## src/rtl/change_dispenser_pkg.sv

```systemverilog
// Shared definitions for the change dispenser: coin values in 50-won units,
// hopper slot indices and the controller state encoding.
package change_dispenser_pkg;

    localparam logic [1:0] SLOT_50   = 2'd0;
    localparam logic [1:0] SLOT_100  = 2'd1;
    localparam logic [1:0] SLOT_500  = 2'd2;
    localparam logic [1:0] SLOT_1000 = 2'd3;

    localparam logic [4:0] VAL_50   = 5'd1;
    localparam logic [4:0] VAL_100  = 5'd2;
    localparam logic [4:0] VAL_500  = 5'd10;
    localparam logic [4:0] VAL_1000 = 5'd20;

    typedef enum logic [2:0] {
        ST_IDLE,
        ST_SEL,
        ST_DROP,
        ST_WAIT,
        ST_FIN
    } state_t;

    function automatic logic [4:0] coin_val(input logic [1:0] slot);
        case (slot)
            SLOT_50:   coin_val = VAL_50;
            SLOT_100:  coin_val = VAL_100;
            SLOT_500:  coin_val = VAL_500;
            default:   coin_val = VAL_1000;
        endcase
    endfunction

endpackage

```

## src/rtl/change_dispenser_coin_selector.sv

```systemverilog
// Greedy coin pick: the largest denomination that fits the remaining amount
// and still has stock in its hopper slot.
module coin_selector
    import change_dispenser_pkg::*;
#(
    parameter int AMT_W = 8
) (
    input  logic [AMT_W-1:0] i_remain,
    input  logic [3:0]       i_avail,
    output logic             o_valid,
    output logic [1:0]       o_slot
);

    localparam int CW = (AMT_W > 5) ? AMT_W : 5;

    logic [CW-1:0] w_rem;
    assign w_rem = CW'(i_remain);

    // Ascending scan: a later (larger) qualifying slot overrides a smaller one.
    always_comb begin
        o_valid = 1'b0;
        o_slot  = SLOT_50;
        for (int s = 0; s < 4; s++) begin
            if (i_avail[s] && (CW'(coin_val(2'(s))) <= w_rem)) begin
                o_valid = 1'b1;
                o_slot  = 2'(s);
            end
        end
    end

endmodule

```

## src/rtl/change_dispenser.sv

```systemverilog
// Change dispenser controller: greedy hopper sequencing with per-slot
// inventory, DropAck handshake and an acknowledge timeout.
module change_dispenser
    import change_dispenser_pkg::*;
#(
    parameter int AMT_W    = 8,
    parameter int CNT_W    = 6,
    parameter int INIT_CNT = 10,
    parameter int ACK_TMO  = 15
) (
    input  logic             CLK,
    input  logic             RST,
    input  logic             Start,
    input  logic [AMT_W-1:0] Amount,
    input  logic             DropAck,
    input  logic             InvLoad,
    input  logic [1:0]       InvSel,
    input  logic [CNT_W-1:0] InvData,
    output logic             DROP50,
    output logic             DROP100,
    output logic             DROP500,
    output logic             DROP1000,
    output logic             Busy,
    output logic             Done,
    output logic             Short,
    output logic             Fault,
    output logic [AMT_W-1:0] Remain,
    output logic [3:0]       Empty
);

    localparam int TMO_W = $clog2(ACK_TMO + 1);

    state_t                  r_state, w_next;
    logic [3:0][CNT_W-1:0]   r_inv;
    logic [AMT_W-1:0]        r_remain;
    logic [1:0]              r_slot;
    logic [TMO_W-1:0]        r_tmo;
    logic                    r_short, r_fault;

    logic [3:0]              w_avail;
    logic                    w_sel_valid;
    logic [1:0]              w_sel_slot;
    logic                    w_tmo_hit;

    always_comb begin
        for (int s = 0; s < 4; s++) w_avail[s] = (r_inv[s] != '0);
    end

    coin_selector #(.AMT_W(AMT_W)) u_sel (
        .i_remain (r_remain),
        .i_avail  (w_avail),
        .o_valid  (w_sel_valid),
        .o_slot   (w_sel_slot)
    );

    // Last WAIT cycle before giving up; WAIT lasts at most ACK_TMO cycles.
    assign w_tmo_hit = (r_tmo == TMO_W'(ACK_TMO - 1));

    always_comb begin
        w_next = r_state;
        case (r_state)
            ST_IDLE: if (Start && !InvLoad) w_next = ST_SEL;
            ST_SEL: begin
                if (r_remain == '0)   w_next = ST_FIN;
                else if (w_sel_valid) w_next = ST_DROP;
                else                  w_next = ST_FIN;
            end
            ST_DROP: w_next = ST_WAIT;
            ST_WAIT: begin
                if (DropAck)        w_next = ST_SEL;
                else if (w_tmo_hit) w_next = ST_FIN;
            end
            ST_FIN:  w_next = ST_IDLE;
            default: w_next = ST_IDLE;
        endcase
    end

    always_ff @(posedge CLK) begin
        if (RST) begin
            r_state  <= ST_IDLE;
            r_remain <= '0;
            r_slot   <= SLOT_50;
            r_tmo    <= '0;
            r_short  <= 1'b0;
            r_fault  <= 1'b0;
            for (int s = 0; s < 4; s++) r_inv[s] <= CNT_W'(INIT_CNT);
        end else begin
            r_state <= w_next;
            case (r_state)
                ST_IDLE: begin
                    if (InvLoad) begin
                        r_inv[InvSel] <= InvData;
                    end else if (Start) begin
                        r_remain <= Amount;
                        r_short  <= 1'b0;
                        r_fault  <= 1'b0;
                    end
                end
                ST_SEL: begin
                    if (r_remain != '0) begin
                        if (w_sel_valid) r_slot  <= w_sel_slot;
                        else             r_short <= 1'b1;
                    end
                end
                ST_DROP: begin
                    r_inv[r_slot] <= r_inv[r_slot] - 1'b1;
                    r_remain      <= r_remain - AMT_W'(coin_val(r_slot));
                    r_tmo         <= '0;
                end
                ST_WAIT: begin
                    if (!DropAck) begin
                        if (w_tmo_hit) r_fault <= 1'b1;
                        else           r_tmo   <= r_tmo + 1'b1;
                    end
                end
                default: ;
            endcase
        end
    end

    assign Busy     = (r_state != ST_IDLE);
    assign Done     = (r_state == ST_FIN);
    assign DROP50   = (r_state == ST_DROP) && (r_slot == SLOT_50);
    assign DROP100  = (r_state == ST_DROP) && (r_slot == SLOT_100);
    assign DROP500  = (r_state == ST_DROP) && (r_slot == SLOT_500);
    assign DROP1000 = (r_state == ST_DROP) && (r_slot == SLOT_1000);
    assign Short    = r_short;
    assign Fault    = r_fault;
    assign Remain   = r_remain;
    assign Empty    = ~w_avail;

endmodule

```

## config.mk

```make
export PLATFORM = sky130hd
export DESIGN_NAME = change_dispenser
export DESIGN_NICKNAME = d
export VERILOG_FILES = /design/src/rtl/change_dispenser_pkg.sv /design/src/rtl/change_dispenser_coin_selector.sv /design/src/rtl/change_dispenser.sv
export SDC_FILE = /design/constraint.sdc
export NUM_CORES = 1
export LEC_CHECK = 0
export ABC_AREA = 1
export ABC_CLOCK_PERIOD_IN_PS = 4050
export CAP_MARGIN = 30
export CORE_MARGIN = 1
export CORE_UTILIZATION = 55
export CTS_CLUSTER_DIAMETER = 40
export DETAILED_ROUTE_END_ITERATION = 7
export DONT_BUFFER_PORTS = 1
export GPL_ROUTABILITY_DRIVEN = 0
export GPL_TIMING_DRIVEN = 0
export MAX_ROUTING_LAYER = met4
export PLACE_DENSITY = 0.82
export SYNTH_ARGS = -nofsm -noshare
export SYNTH_HDL_FRONTEND = slang
export SYNTH_HIERARCHICAL = 1
export SYNTH_SLANG_ARGS = --single-unit
```

## constraint.sdc

```tcl
create_clock -name CLK -period 4.05 [get_ports CLK]
set_input_delay 0.405 -clock CLK [delete_from_list [all_inputs] [get_ports CLK]]
set_output_delay 0.405 -clock CLK [all_outputs]
set_load 0.05 [all_outputs]
```

==> results.json, run 1 <==
{
  "status": "completed",
  "synth_top_cell_area_share_pct": 29.4,
  "drive_above_1_share_pct": 10.3,
  "worstSetupEndpointType": "flop",
  "dp_hpwl_um": 6040,
  "clkLatencyLatePin_ns": 0.30,
  "hold_viol_final": 0,
  "switching_share_pct": 53.9,
  "relSlewSlack_pct": 37.5,
  "required_ns": 4.28,
  "ys_seq_elements": 43,
  "io_pins": 41,
  "num-fill-cells": 498,
  "max_clock_freq_mhz": 385,
  "antenna_found_initial": 0,
  "placed_area_um2": 3040,
  "synthArstFlopShare_pct": 0,
  "path_class": "flop to flop",
  "ctsHoldBuffers": 0,
  "power_w": 0.00228,
  "fin_crit_sh_pct": 64.1,
  "numCtsBuffers": 5,
  "hold_depth": 2,
  "yosysWarnings": 6,
  "peakVddDrop_uv": 331,
  "dr.max_layer_used": "met4",
  "diodes": 0,
  "hold_end": "Remain[0]",
  "cts_resized": 0,
  "ys_top_cells_by_area": "dfxtp_1, nand2_1, nand3_1, inv_1, a21oi_1",
  "worstHoldStart": "Amount[0]",
  "pwr-share-comb_pct": 54.9,
  "fin_setup_tns_ns": 0,
  "cp-start-kind": "flop",
  "syn_nets": 489,
  "num_rows": 26,
  "io_buffer_count": 0,
  "start_util_pct": 57.3,
  "dr_wl_met2_um": 3530,
  "cts_setup_buffers": 0,
  "cts.sinks": 43,
  "p_clk_share_pct": 12.1,
  "cts_tree": "yes",
  "vias_per_cell": 5.73,
  "design_area_um2": 3120,
  "synth_edf_count": 0,
  "worst_ep_arrival_time_ns": 2.83,
  "switchingPower_w": 0.00123,
  "seq_power_share_pct": 33.0,
  "reg2reg_slack_ns": 1.45,
  "htreeDepth": 2,
  "nets": 498,
  "synthFlopType": "dfxtp_1",
  "grt_pass1_wl_um": 12300,
  "drv_slew": 0,
  "crit_fanout": 5,
  "drtIter0Drc": 382,
  "syn_inst": 454,
  "die_w_um": 74.9,
  "drt-met1-wl_um": 3540,
  "die_area_um2": 5620,
  "drv_cap": 0,
  "clk_pin_slew_ns": 0.08,
  "fin_skew_ns": 0.00459,
  "avgSynthCellArea_um2": 6.45,
  "grt-ovfl-total": 0,
  "p_int_w": 0.00105,
  "powerDensity_nw_per_um2": 731,
  "clock-root-buffer": "clkbuf_8",
  "power_leakage_nw": 1.39,
  "rr_endpoint": "r_slot[0]",
  "yosysSeqAreaShare_pct": 29.4,
  "period_minus_slack_ns": 2.60,
  "core-area_um2": 5110,
  "synth_largest_area_cell": "dfxtp_1",
  "grt_max_degree": 13,
  "drt.antenna.violating_nets": 0,
  "synth.distinct_cells": 40,
  "r2r_cells": 8,
  "vias": 3059,
  "worst-slew-pin-transition_ns": 0.933,
  "grt.total_usage_pct": 30.2,
  "firstDrtPassIters": 4,
  "grt_pass1_vias": 2582,
  "clockBufferDepth": 2,
  "wirelength_um": 7900,
  "wl_met3_um": 652,
  "wl_per_cell_um": 14.8,
  "finalWorstSetupSlack_ns": 1.45,
  "post-place-ws_ns": 1.47,
  "die_h_um": 74.9,
  "final_util_pct": 61.1,
  "drcViolationCount": 0,
  "rsz0062_at_grt": "false",
  "syn_area_um2": 2930,
  "rr_startpoint": "r_inv[9]",
  "hp-class": "input pin to flop",
  "finalSetupViolCount": 0,
  "areaGrowthSynthToFinish_pct": 6.63
}
Yosys cell counts, types with 2 or more instances:
cell	n
buf_2	4
nor2_2	3
nor3_1	6
buf_4	2
xor2_1	2
nor2_1	41
dfxtp_1	43
o21ai_2	2
a22oi_1	2
clkbuf_1	3
nand2_2	3
nand2_1	105
nor2_4	2
nand3_1	51
o21ai_0	33
inv_2	13
ha_1	13
a211oi_1	3
and3_1	2
o31ai_1	3
o22ai_1	2
nand4_1	4
nand3_2	3
inv_1	51
nand3b_1	2
a21oi_1	37
a31oi_1	6
how the worst max path moves through the flow:
stage                      end     start
floorplan           r_state[1]  r_inv[9]
global placement     r_slot[1]  r_inv[9]
global route         r_slot[0]  r_inv[9]
CTS                  r_slot[0]  r_inv[9]
detailed placement   r_slot[0]  r_inv[9]
finish               r_slot[0]  r_inv[9]
layout make-up:
| type | count | area, um2 | share of cell area, % |
|---|---|---|---|
| clock buffers | 7 | 76.3 | 2.45 |
| repair buffers | 2 | 15.0 | 0.481 |
| multi-input cells | 337 | 1780 | 57.0 |
| well taps | 70 | 87.6 | 2.81 |
| flip-flops and latches | 43 | 861 | 27.6 |
| clock inverters | 1 | 5.00 | 0.160 |
| inverters | 64 | 240 | 7.70 |
| plain buffers | 10 | 57.6 | 1.84 |
power by group through the flow:
stage / Clock [W] / Sequential (W) / Combinational [W]
floorplan: 0 / 0.000721 / 0.000988
global placement: 0 / 0.000756 / 0.00119
detailed placement: 0 / 0.000760 / 0.00122
CTS: 0.000276 / 0.000751 / 0.00123
global route: 0.000290 / 0.000770 / 0.00140
finish: 0.000275 / 0.000753 / 0.00125
cells in the final DEF, fill, tap and decap left out, types with 3 or more instances in the layout:
cell type	netlist	layout
dfxtp_1	43	43
a31oi_1	6	6
nand3_1	51	51
nor2_2	3	3
nor3_2	1	3
o31ai_1	3	3
clkbuf_1	3	5
buf_4	2	4
nor3_1	6	4
o21ai_0	33	33
nor2_1	41	41
a211oi_1	3	3
inv_1	51	51
inv_2	13	13
a21oi_1	37	37
clkbuf_8	0	5
nand3_2	3	3
ha_1	13	13
nand2_1	105	105
nand2_2	3	3
buf_2	4	4
nand4_1	4	4
through the flow:
step	cells	hold WS, ns
final	534	0.250
after global routing	534	0.255
after global placement	524	0.464
after floorplan	454	0.451
after CTS	534	0.250
after detailed placement	526	0.474
state kept, by name (all words and copies together), names as in the netlist:
name and count:
Fault 1, Remain 8, Short 1, r_inv 24
r_slot 2, r_state 3, r_tmo 4
critical path: stages, from the launching register on:
cell and delay, ns:
dfxtp_1 0.33, or4_1 0.55, nor3_2 0.72, inv_1 0.17, nand2_1 0.11, nand4_1 0.15, nand3_1 0.21, o21ai_0 0.11
a21oi_1 0.16
cell families after synthesis:
logic type | share of synthesized area [%]
adder cells (fa/ha/maj) | 6.24
AO/OA/AOI/OAI | 17.6
flip-flops | 29.4
AND/OR/NAND/NOR | 35.7
buffers and inverters | 10.2
XOR/XNOR | 0.898
per-layer routing:
layer | vias up | GRT usage, %
met1 | 1388 | 39.9
met3 | 24 | 6.16
met4 | 0 | 8.60
met2 | 137 | 46.9
li1 | 1510 | -
met5 | - | -
Power figures use the tool's default switching activity.
==> run 2: changes to the inputs <==
--- a/config.mk
+++ b/config.mk
@@ -6,7 +6,7 @@
 export NUM_CORES = 1
 export LEC_CHECK = 0
 export ABC_AREA = 1
-export ABC_CLOCK_PERIOD_IN_PS = 4050
+export ABC_CLOCK_PERIOD_IN_PS = 2700
 export CAP_MARGIN = 30
 export CORE_MARGIN = 1
 export CORE_UTILIZATION = 55
==> constraint.sdc (replaced) <==
create_clock -name CLK -period 2.7 [get_ports CLK]
set_input_delay 0.27 -clock CLK [delete_from_list [all_inputs] [get_ports CLK]]
set_output_delay 0.27 -clock CLK [all_outputs]
set_load 0.05 [all_outputs]
==> run 2 against run 1 <==
  * Power grew 55%
  * Maximum frequency grew 10%
  * Via count grew 1.8%
  * Register-to-register slack lost 1.1 ns
  * Cell count shrank 0.19%
  * Hold slack lost 0.15 ns
  * Combinational power grew 51%
  * Clock power grew 85%
  * Worst setup slack lost 1.1 ns
  * Critical path depth is the same
  * Die area is the same
  * Flip-flop and latch count is the same
==> results.json, run 2 (synthesized netlist as in run 1, its figures left out) <==
{
  "status": "completed",
  "start_util_pct": 57.3,
  "design_area_um2": 3160,
  "worst_ep_arrival_time_ns": 2.61,
  "layout_commonest_cell": "nand2_1",
  "worstSetupEndpointType": "flop",
  "peakVddDrop_uv": 436,
  "fin_skew_ns": 0.0187,
  "reg2reg_slack_ns": 0.34,
  "io_buffer_count": 0,
  "rsz0062_at_grt": "false",
  "max_clock_freq_mhz": 423,
  "crit_fanout": 5,
  "areaGrowthSynthToFinish_pct": 7.82,
  "die_area_um2": 5620,
  "grt.total_usage_pct": 30.5,
  "final_cells": 533,
  "r2r_cells": 8,
  "powerDensity_nw_per_um2": 1120,
  "rr_endpoint": "r_slot[0]",
  "vias": 3114,
  "cts_tree": "yes",
  "mostFrequentLayoutCells": "nand2_1, nand3_1, inv_1",
  "cts_setup_buffers": 0,
  "die_h_um": 74.9,
  "period_minus_slack_ns": 2.36,
  "numCtsBuffers": 5,
  "power_w": 0.00353,
  "drt.antenna.violating_nets": 0,
  "required_ns": 2.95,
  "die_w_um": 74.9,
  "nets": 498,
  "hold_end": "Remain[0]",
  "diodes": 0,
  "power_leakage_nw": 1.40,
  "grt_pass1_vias": 2598,
  "cp-startpoint": "r_inv[9]",
  "dp_hpwl_um": 5960,
  "clockBufferDepth": 2,
  "largest_reg_flops": 24,
  "grt_pass1_wl_um": 12400,
  "hold_viol_final": 0,
  "num_rows": 26,
  "worstHoldStart": "Amount[0]",
  "relSlewSlack_pct": 40.2,
  "hold_depth": 2,
  "dpl.cell_count": 526,
  "io_pins": 41,
  "wirelength_um": 8020,
  "drcViolationCount": 0,
  "grt_max_degree": 14,
  "firstDrtPassIters": 5,
  "clk_pin_slew_ns": 0.10,
  "drv_slew": 0,
  "clkLatencyLatePin_ns": 0.31,
  "grt-ovfl-total": 0,
  "clock-root-buffer": "clkbuf_8",
  "num-fill-cells": 478,
  "wl_per_cell_um": 15.1,
  "worst-slew-pin-transition_ns": 0.892,
  "placed_area_um2": 3040,
  "drtIter0Drc": 370,
  "drive_above_1_share_pct": 10.6,
  "top_register": "r_inv",
  "rr_startpoint": "r_inv[9]",
  "hp-class": "input pin to flop",
  "antenna_found_initial": 0,
  "cts.sinks": 43,
  "core-area_um2": 5110,
  "cp-start-kind": "flop",
  "drv_cap": 0,
  "final_util_pct": 61.8,
  "path_class": "flop to flop",
  "fin_setup_tns_ns": 0,
  "htreeDepth": 2,
  "vias_per_cell": 5.84,
  "finalSetupViolCount": 0,
  "fin_crit_sh_pct": 87.5
}
==> run 2: cell count changes in the layout (fill, tap and decap cells not counted) <==
cell,delta
clkinvlp_4,+1
bufinv_16,+1
nor3_4,+1
clkbuf_1,-2
buf_4,-1
buf_6,+1
nor3_2,-1
clkinv_2,-1
==> run 2: worst max-delay path by stage <==
stage | to | slack [ns] | depth (start not counted)
2_1_floorplan | r_state[1] | 0.44 | 9
3_3_place_gp | r_slot[0] | 0.09 | 9
3_5_place_dp | r_slot[1] | 0.10 | 8
4_1_cts | r_slot[1] | 0.08 | 8
5_1_grt | Remain[6] | 0.19 | 12
6_report | r_slot[0] | 0.34 | 8
==> run 2: final cells by class <==
type                    instances  area [um2]  share of cell area [%]
inverters                      64         240                    7.61
repair buffers                  2        18.8                   0.595
multi-input cells             337        1780                    56.5
clock buffers                   5        68.8                    2.18
flip-flops and latches         43         861                    27.3
well taps                      70        87.6                    2.78
clock inverters                 2        37.5                    1.19
plain buffers                  10        57.6                    1.82
==> run 2: timing repair <==
action,CTS,global route
resized for setup,0,1
hold buffers,0,0
endpoints found under the hold margin,0,0
endpoints found under the setup margin,0,2
==> run 2: stage by stage <==
| step | setup WS [ns] | hold WS [ns] |
|---|---|---|
| global route | 0.191 | 0.123 |
| finish | 0.338 | 0.101 |
| CTS | 0.0846 | 0.113 |
| floorplan | 0.435 | 0.414 |
| global placement | 0.0917 | 0.422 |
| detailed placement | 0.103 | 0.431 |
==> run 2: power breakdown <==
| group | switching (W) | internal (W) | leakage (nW) |
|---|---|---|---|
| logic | 0.00127 | 0.000614 | 0.995 |
| registers | 0.000356 | 0.000779 | 0.351 |
| clock network | 0.000239 | 0.000271 | 0.0502 |
| total | 0.00187 | 0.00166 | 1.40 |
==> run 2: critical path, stage by stage (launching register included) <==
cell and delay (ns):
dfxtp_1 0.35, or4_1 0.59, nor3_4 0.50, inv_1 0.14, nand2_1 0.10, nand4_1 0.16, nand3_1 0.22, o21ai_0 0.10
a21oi_1 0.14
==> run 2: routing by layer <==
layer,routed length (um),up-vias,track usage [%]
li1,-,1517,-
met5,0,-,-
met3,748,26,6.83
met1,3450,1396,40.1
met4,221,0,11.5
met2,3600,175,45.6
==> run 3: changes to the inputs <==
--- a/config.mk
+++ b/config.mk
@@ -15,7 +15,6 @@
 export DONT_BUFFER_PORTS = 1
 export GPL_ROUTABILITY_DRIVEN = 0
 export GPL_TIMING_DRIVEN = 0
-export MAX_ROUTING_LAYER = met4
 export PLACE_DENSITY = 0.82
 export SYNTH_ARGS = -nofsm -noshare
 export SYNTH_HDL_FRONTEND = slang
==> run 3 against run 2 <==
  * Hold slack gained 0.00067 ns
  * Global-route usage shrank 0.96 points
  * Clock skew shrank 0.0024 ns
  * Largest power group unchanged
  * Die area is the same
  * Routed wire length shrank 0.12%
  * Largest cell class unchanged
  * Maximum frequency shrank 0.18%
  * Core utilization is the same
  * Flip-flop and latch count is the same
  * Power is essentially flat
  * Combinational power is essentially flat
  * Count of clock-buffer cells in the layout is the same
==> results.json, run 3 (synthesized netlist as in run 1, its figures left out) <==
{
  "grt_max_degree": 14,
  "fin_setup_tns_ns": 0,
  "grt_pass1_vias": 2604,
  "crit_fanout": 5,
  "seq_power_share_pct": 32.1,
  "wirelength_um": 8010,
  "clockBufferDepth": 2,
  "nets": 498,
  "layout_commonest_cell": "nand2_1",
  "cts_tree": "yes",
  "drv_cap": 0,
  "worst-slew-pin-transition_ns": 0.889,
  "p_clk_share_pct": 14.4,
  "io_pins": 41,
  "antenna_found_initial": 0,
  "max_clock_freq_mhz": 423,
  "vias": 3063,
  "top_register": "r_inv",
  "die_w_um": 74.9,
  "finalSetupViolCount": 0,
  "powerDensity_nw_per_um2": 1120,
  "areaGrowthSynthToFinish_pct": 7.82,
  "required_ns": 2.95,
  "relSlewSlack_pct": 40.4,
  "grt_pass1_wl_um": 12400,
  "cts.sinks": 43,
  "status": "completed",
  "core-area_um2": 5110,
  "dpl.cell_count": 526,
  "numCtsBuffers": 5,
  "num_rows": 26,
  "clkLatencyLatePin_ns": 0.31,
  "drcViolationCount": 0,
  "p_int_w": 0.00166,
  "grt-ovfl-total": 0,
  "drtIter0Drc": 319,
  "mostFrequentLayoutCells": "nand2_1, nand3_1, inv_1",
  "path_class": "flop to flop",
  "fin_crit_sh_pct": 87.6,
  "die_area_um2": 5620,
  "diodes": 0,
  "holdWs_ns": 0.101,
  "power_leakage_nw": 1.40,
  "drive_above_1_share_pct": 10.6,
  "grt.total_usage_pct": 29.6,
  "regArea_um2": 861,
  "power_w": 0.00353,
  "drt.antenna.violating_nets": 0,
  "switchingPower_w": 0.00187,
  "htreeDepth": 2,
  "cp-start-kind": "flop",
  "final_cells": 533,
  "wl_per_cell_um": 15.0,
  "ctsHoldBuffers": 0,
  "num-fill-cells": 478,
  "die_h_um": 74.9,
  "cts_resized": 0,
  "drv_slew": 0,
  "multi_input_area_um2": 1780,
  "worstSetupEndpointType": "flop",
  "cts_setup_buffers": 0,
  "switching_share_pct": 52.9,
  "vias_per_cell": 5.75,
  "reg2reg_slack_ns": 0.33,
  "hold_viol_final": 0,
  "peakVddDrop_uv": 436,
  "fin_skew_ns": 0.0163,
  "clock-root-buffer": "clkbuf_8",
  "clk_pin_slew_ns": 0.09,
  "period_minus_slack_ns": 2.37,
  "worst_ep_arrival_time_ns": 2.62,
  "dp_hpwl_um": 5960,
  "rsz0062_at_grt": "false",
  "firstDrtPassIters": 5,
  "hp-class": "input pin to flop",
  "largest_reg_flops": 24,
  "start_util_pct": 57.3,
  "io_buffer_count": 0,
  "pwr-share-comb_pct": 53.5
}
run 3: cell counts in the layout (fill, tap and decap cells not counted):
Identical to the previous run, type by type.
run 3: power groups by stage:
stage	logic (W)	clock network [W]	registers (W)
after floorplan	0.00148	0	0.00108
after global placement	0.00178	0	0.00113
after detailed placement	0.00182	0	0.00114
after CTS	0.00183	0.000510	0.00113
after global routing	0.00212	0.000532	0.00115
final	0.00189	0.000509	0.00113
run 3: critical path: stages, from the launching register on:
cell and delay [ns]:
dfxtp_1 0.35, or4_1 0.59, nor3_4 0.50, inv_1 0.14, nand2_1 0.10, nand4_1 0.16
nand3_1 0.22, o21ai_0 0.10, a21oi_1 0.14
run 3: worst paths after layout:
kind | cells after the start | startpoint | endpoint
max | 8 | r_inv[9] | r_slot[1]
max reg2reg | 8 | r_inv[9] | r_slot[1]
min | 2 | Amount[0] | Remain[0]
min reg2reg | 2 | r_inv[6] | r_inv[6]
run 3: area by class of cell:
| type | count | share of cell area [%] |
|---|---|---|
| flip-flops and latches | 43 | 27.3 |
| multi-input cells | 337 | 56.5 |
| clock buffers | 5 | 2.18 |
| plain buffers | 10 | 1.82 |
| inverters | 64 | 7.61 |
| clock inverters | 2 | 1.19 |
| well taps | 70 | 2.78 |
| repair buffers | 2 | 0.595 |
run 3: per-layer routing:
| layer | vias to the layer above | track usage [%] | part of all wire (%) |
|---|---|---|---|
| met1 | 1359 | 39.5 | 43 |
| met3 | 23 | 7.63 | 9.7 |
| li1 | 1512 | - | - |
| met5 | - | 0 | 0 |
| met2 | 169 | 45.6 | 44 |
| met4 | 0 | 11.5 | 2.7 |
run 3: metrics by stage:
step / worst slack (ns) / utilization (%) / instance area (um2)
CTS: 0.0846 / 61.7 / 3150
finish: 0.334 / 61.8 / 3160
global placement: 0.0917 / 59.1 / 3020
detailed placement: 0.103 / 59.6 / 3040
floorplan: 0.435 / - / 2930
global route: 0.191 / 61.8 / 3160
